**src/rtl/var_state_ctrl.sv**
```systemverilog
// rtl/var_state_ctrl.sv - round-robin arbiter and clear sequencer in front of the var_state table
// Optional read-check-write conflict detection is enabled by defining VAR_STATE_CONFLICT_DETECT_EN.

`ifndef MAX_VARS_BITS
`define MAX_VARS_BITS 5
`endif

module var_state_ctrl #(
  parameter int NUM_REQ       = 3,
  parameter int MAX_VARS_BITS = `MAX_VARS_BITS,
  parameter int NUM_VARS      = 1 << MAX_VARS_BITS
) (
  input  logic                                    clock,
  input  logic                                    reset,
  input  logic                                    clear_req,
  input  logic [NUM_REQ-1:0]                      req,
  input  logic [NUM_REQ-1:0]                      req_write,
  input  logic [NUM_REQ-1:0][MAX_VARS_BITS-1:0]   req_var,
  input  logic [NUM_REQ-1:0]                      req_val,
  input  logic [NUM_REQ-1:0]                      req_unassign,
  output logic [NUM_REQ-1:0]                      done,
  output logic                                    rsp_val,
  output logic                                    rsp_unassign,
  output logic                                    conflict,
  output logic                                    busy,
  output logic                                    vs_read,
  output logic                                    vs_write,
  output logic [MAX_VARS_BITS-1:0]                vs_var,
  output logic                                    vs_val,
  output logic                                    vs_unassign,
  input  logic                                    vs_val_out,
  input  logic                                    vs_unassign_out
);

  localparam int PW = (NUM_REQ > 1) ? $clog2(NUM_REQ) : 1;

  localparam logic [2:0] CLEAR = 3'd0;
  localparam logic [2:0] IDLE  = 3'd1;
  localparam logic [2:0] READ  = 3'd2;
  localparam logic [2:0] RESP  = 3'd3;
  localparam logic [2:0] WRITE = 3'd4;
`ifdef VAR_STATE_CONFLICT_DETECT_EN
  localparam logic [2:0] CHECK = 3'd5;
`endif

  localparam logic [MAX_VARS_BITS-1:0] LAST_IDX = MAX_VARS_BITS'(NUM_VARS - 1);

  logic [2:0]               state;
  logic [MAX_VARS_BITS-1:0] idx;
  logic [MAX_VARS_BITS-1:0] l_var;
  logic                     l_val;
  logic                     l_unassign;
  logic [PW-1:0]            rr_ptr;
  logic [PW-1:0]            cur;
  logic [PW-1:0]            cand;
  logic [PW-1:0]            gnt_idx;
  logic [PW-1:0]            rr_next;
  logic                     gnt_found;
  logic                     finish;
`ifdef VAR_STATE_CONFLICT_DETECT_EN
  logic                     op_write;
`endif

  // First asserted request at or after rr_ptr, wrapping around.
  always_comb begin
    gnt_found = 1'b0;
    gnt_idx   = '0;
    cand      = '0;
    for (int k = 0; k < NUM_REQ; k++) begin
      cand = PW'((int'(rr_ptr) + k) % NUM_REQ);
      if (!gnt_found && req[cand]) begin
        gnt_found = 1'b1;
        gnt_idx   = cand;
      end
    end
    rr_next = (gnt_idx == PW'(NUM_REQ - 1)) ? '0 : gnt_idx + 1'b1;
  end

  always_ff @(posedge clock or negedge reset) begin
    if (!reset) begin
      state      <= CLEAR;
      idx        <= '0;
      rr_ptr     <= '0;
      cur        <= '0;
      l_var      <= '0;
      l_val      <= 1'b0;
      l_unassign <= 1'b0;
`ifdef VAR_STATE_CONFLICT_DETECT_EN
      op_write   <= 1'b0;
`endif
    end else begin
      case (state)
        CLEAR: begin
          if (idx == LAST_IDX) begin
            state <= IDLE;
            idx   <= '0;
          end else begin
            idx <= idx + 1'b1;
          end
        end
        IDLE: begin
          if (clear_req) begin
            state <= CLEAR;
            idx   <= '0;
          end else if (gnt_found) begin
            cur        <= gnt_idx;
            rr_ptr     <= rr_next;
            l_var      <= req_var[gnt_idx];
            l_val      <= req_val[gnt_idx];
            l_unassign <= req_unassign[gnt_idx];
`ifdef VAR_STATE_CONFLICT_DETECT_EN
            op_write   <= req_write[gnt_idx];
            state      <= READ;
`else
            state      <= req_write[gnt_idx] ? WRITE : READ;
`endif
          end
        end
        READ: begin
`ifdef VAR_STATE_CONFLICT_DETECT_EN
          state <= op_write ? CHECK : RESP;
`else
          state <= RESP;
`endif
        end
        default: state <= IDLE;
      endcase
    end
  end

  assign busy = !reset || (state != IDLE);

  // Everything facing the table is decoded from state so reset forces it quiet at once.
  always_comb begin
    finish       = 1'b0;
    done         = '0;
    rsp_val      = 1'b0;
    rsp_unassign = 1'b0;
    conflict     = 1'b0;
    vs_read      = 1'b0;
    vs_write     = 1'b0;
    vs_var       = '0;
    vs_val       = 1'b0;
    vs_unassign  = 1'b0;
    if (reset) begin
`ifdef VAR_STATE_CONFLICT_DETECT_EN
      finish = (state == RESP) || (state == WRITE) || (state == CHECK);
`else
      finish = (state == RESP) || (state == WRITE);
`endif
      if (finish) done = NUM_REQ'(1) << cur;
      case (state)
        CLEAR: begin
          vs_write    = 1'b1;
          vs_var      = idx;
          vs_unassign = 1'b1;
        end
        READ: begin
          vs_read = 1'b1;
          vs_var  = l_var;
        end
        RESP: begin
          rsp_val      = vs_val_out;
          rsp_unassign = vs_unassign_out;
        end
        WRITE: begin
          vs_write    = 1'b1;
          vs_var      = l_var;
          vs_val      = l_val;
          vs_unassign = l_unassign;
        end
`ifdef VAR_STATE_CONFLICT_DETECT_EN
        CHECK: begin
          // An assigned variable may not be flipped to the opposite value.
          conflict    = !vs_unassign_out && !l_unassign && (vs_val_out != l_val);
          vs_write    = !conflict;
          vs_var      = l_var;
          vs_val      = l_val;
          vs_unassign = l_unassign;
        end
`endif
        default: ;
      endcase
    end
  end

endmodule

```
**config.mk**
```make
export PLATFORM = sky130hd
export DESIGN_NAME = var_state_ctrl
export DESIGN_NICKNAME = d
export VERILOG_FILES = /design/src/rtl/var_state_ctrl.sv
export SDC_FILE = /design/constraint.sdc
export NUM_CORES = 1
export LEC_CHECK = 0
export ABC_CLOCK_PERIOD_IN_PS = 5900
export CORE_ASPECT_RATIO = 1.5
export CORE_MARGIN = 2
export CORE_UTILIZATION = 50
export DETAILED_ROUTE_END_ITERATION = 7
export GPL_TIMING_DRIVEN = 0
export PLACE_DENSITY = 0.85
export SYNTH_ARGS = -nofsm -noshare
export SYNTH_HDL_FRONTEND = slang
export SYNTH_SLANG_ARGS = --single-unit
```
**constraint.sdc**
```tcl
create_clock -name clock -period 5.9 [get_ports clock]
set_input_delay 0.885 -clock clock [delete_from_list [all_inputs] [get_ports clock]]
set_output_delay 0.885 -clock clock [all_outputs]
set_load 0.1 [all_outputs]
```
Word-level counts from Yosys, hierarchy flattened:

Cells that the tools add are included.

* flip-flop bits (word level): 19
* input bits: 32
* output and inout bits: 16
* logic and storage cells: 89

* add/subtract/negate cells: 4
* divide/modulo/power cells: 3
* magnitude comparators: 4
* eq/ne operators: 10
* shifts and indexed selects: 1
* mux-type cells: 45
* bitwise logic cells: 1
* reductions and logical operators: 14

Operator list (number)
* 32-bit by 3-bit remainder unit with 32-bit output, second input constant: 2
* 3-bit by 3-bit remainder unit with 32-bit output, second input constant: 1
* 1-bit 2-to-1 mux: 20
* 5-bit 2-to-1 mux: 4
* 5-bit one-hot mux with 2 select lines: 2
* 3-bit 2-to-1 mux: 6
* 1-bit binary-select mux with 2-bit select: 6
* 2-bit by 3-bit < comparator with 1-bit output, second input constant: 4
* 5-bit binary-select mux with 2-bit select: 1
* 3-bit one-hot mux with 3 select lines: 1
* 2-bit 2-to-1 mux: 4
* 3-bit by 2-bit equality test with 1-bit output, second input constant: 2
* 5-bit by 1-bit adder with 5-bit output, second input constant: 1
* 5-bit equality test, second input constant: 1
* 2-bit inequality test, second input constant: 2
* 2-bit AND reduction: 2
* 2-bit OR reduction: 2
* 2-bit by 1-bit adder with 3-bit output, second input constant: 1
* 2-bit by 2-bit adder with 3-bit output, second input constant: 1
* 3-bit by 1-bit equality test with 1-bit output, second input constant: 1
* 3-bit equality test, second input constant: 1
* 1-bit zero test: 3
* 3-bit zero test: 1
* 3-bit by 1-bit inequality test with 1-bit output, second input constant: 1
* 10 further kinds: 12

Depth between registers and ports, before layout:

* depth in word-level cells: 16
* depth in mapped cells: 11
* depth with buffers taken out: 8

Worst setup path after synthesis:

OpenSTA, ideal clock, no wires.

* kind: input -> output
* from: input reset
* to: output vs_val
* arrival: 3.271 ns
* required time: 5.015 ns
* slack: 1.744 ns
* cell stages on the path: 3
* path buffers: 0
* cells stage by stage: nand2_1 -> nor2_1 -> and3_1

* word-level cells in the longest chain between the ends: 1

RTL lines
* from (decl): RTL line 14 `input logic reset,`
* 1-bit 2-to-1 mux: RTL line 145 `if (reset) begin`
* to (decl): RTL line 29 `output logic vs_val,`

No other way between the ends.

Worst setup path in the final report:

Ends and elaborated chain as after synthesis.

==> results_dict.tcl <==
set metrics [dict create \
    run_status "finished, final reports clean" \
    synth_cell_type_count 38 \
    io_buffers 46 \
    endpoint_kind "output port" \
    met2_length_um 2070 \
    min_period_ns 4.77 \
    tns_ns 0 \
    synth-edff-count 0 \
    timing.fmax_ghz 0.210 \
    ys_seq_elements 19 \
    synth_cells 175 \
    netlist_top_cells_area "dfrtp_1 31%, mux2i_1 10%, nand2_1 7.1%" \
    yosysMostFrequentCell "nand2_1" \
    ys.flop_type "dfrtp_1" \
    seq_area_frac_synth 0.311 \
    crit_chain "clkdlybuf4s50_1, nand2_1, nor2_1, and3_1, clkdlybuf4s50_1" \
    ant_nets 0 \
    cp-start-kind "input port" \
    drt_first_pass_iters 4 \
    power_w 0.00109 \
    max_stage_delay_ns 1.13 \
    coreArea_sq_um 2910 \
    drv_cap 0 \
    drt_iter0_drc 25 \
    stdcell_count 264 \
    cp_max_fo 23 \
    post_drt_wl_per_cell_um 13.9 \
    cts_inserted_buffers 3 \
    syn_area_sq_um 1530 \
    cts_tree "done" \
    finalClockSkew_ns 0.00115 \
    row_count 24 \
    worstSetupStartpoint "reset" \
    cts_sinks 19 \
    cts_setup_buffers 0 \
    worstPathRequired_ns 5.02 \
    wl_met1_um 1400 \
    routed.top_layer "met4" \
    synth_nets 213 \
    die_width_um 49.2 \
    critical_path_arrival_ns 3.88 \
    synthArstFlopShare 1.00 \
    ios 48 \
    gp_congestion 0.867 \
    grt_pass1_vias 1508 \
    gr-total-overflow 0 \
    synth_area_leader_cell "dfrtp_1" \
    syn_area_per_cell_sq_um 8.74 \
    holdCritStartpoint "l_val" \
    slew_viol_final 0 \
    dp.final_hpwl_um 2900 \
    cts_resized 0 \
    setup_viol_count_final 0 \
    grt_max_degree 24 \
    rsz0062_at_grt "no" \
    vdd_drop_max_v 0.000313 \
    wl_met3_um 131 \
    crit_type "in -> out" \
    antenna_found_initial 0 \
    place_inst 260 \
    yosysTopAreaCellShare 0.311 \
    finalHoldViolCount 0 \
    cpMaxStageDelayCell "clkdlybuf4s50_1" \
    cts_hold_buf 0 \
    die_area_sq_um 3530 \
    cts.clk_slew.worst_paths_ns 0.07 \
    viasPerCell 5.52 \
    drive_gt1_frac 0.129 \
    p_leak_nw 0.959 \
    grt_pass1_wl_um 6560 \
    nNetsFinal 264 \
    tightestPinTransition_ns 0.985 \
    insertion_delay_ns 0.25 \
    n_antenna_cell 0 \
    area_delta_synth_final_pct 36.3 \
    clock-root-buffer "clkbuf_8" \
    dieHeight_um 71.7 \
    hp-class "reg -> reg" \
    fin_crit_sh 0.808 \
    reg2reg_from "rr_ptr[0]" \
    maxSlewHeadroom 0.341 \
    cpMostUsedCell "clkdlybuf4s50_1" \
    yosysWarnings 0 \
    wl_um 3660 \
    clockBufferDepth 2 \
    grtUsageTotal 0.231 \
    start_util 0.525 \
    p_per_area_nw_per_um2 524 \
    synthTopCellsByCount "29 x nand2_1, 19 x dfrtp_1, 18 x nor2_1" \
    htree_levels 1 \
    drc 0 \
    num_vias 1457 \
]
## per-stage QoR
stage / cell area (sq um) / worst slack, ns / hold WS (ns) / utilization
2_1_floorplan: 1530 / 1.74 / 0.444 / -
3_3_place_gp: 2040 / 1.12 / 0.460 / 0.700
3_5_place_dp: 2040 / 1.10 / 0.466 / 0.700
4_1_cts: 2080 / 1.09 / 0.481 / 0.716
5_1_grt: 2080 / 0.850 / 0.504 / 0.716
6_report: 2080 / 1.13 / 0.480 / 0.716
## path summary, 6_finish.rpt
path	endpoint	slack, ns	cells past startpoint
setup / recovery	vs_val	1.13	5
hold / removal	l_val	0.48	2
setup reg to reg	state[1]	3.58	9
hold reg to reg	l_val	0.48	2
max in group asynchronous	idx[4]	4.16	1
min in group asynchronous	state[0]	1.16	1
## cell type report
cell class	count	area [sq um]
plain buffers	11	83.8
clock buffers	3	41.3
clock inverters	1	5.00
fillers	239	828
inverters	5	18.8
multi-input cells	140	951
flip-flops and latches	19	475
well taps	39	48.8
repair buffers	46	460
## layer usage
layer  track usage  up-vias
met5             0        -
met4        0.0698        0
met3        0.0292        6
met2         0.458       40
met1         0.245      699
li1              -      712
## where the power goes
part	switching (W)	leakage (nW)	total (W)	internal, W
clock	0.0000428	0.0255	0.0000897	0.0000469
sequential	0.0000567	0.244	0.000243	0.000186
combinational	0.000454	0.689	0.000759	0.000305
total	0.000554	0.959	0.00109	0.000538
## logic make-up after synthesis
logic type,count (synthesis),share of synthesized area
compound gates,37,0.171
fa+ha+maj,6,0.0491
mux,24,0.178
other cells,1,0.00245
flops,19,0.311
buf+inv,16,0.0671
simple gates,72,0.221
## placed cells by master, fill, tap and decap left out, drive strengths merged, types with 2 or more instances in the layout
master,instances
nor2b,6
mux2,8
buf,9
o22ai,2
nand3,3
nand2,29
nor3,4
dfrtp,19
o21ai,15
nand2b,2
mux2i,16
a21oi,7
and3,4
nor3b,2
clkdlybuf4s50,46
o2111ai,2
clkbuf,5
inv,5
ha,6
a22o,4
nor2,18
a21o,2
## state kept, by name (all words and copies together) (netlist names)
name	count
idx	5
l_var	5
state	3
cur	2
rr_ptr	2
l_unassign	1
l_val	1
## worst max-delay path, delay by kind of cell
family	cells	cell delay [ns]
buf+inv	2	2.22
simple gates	3	0.76
(Power assumes the default switching activity.)
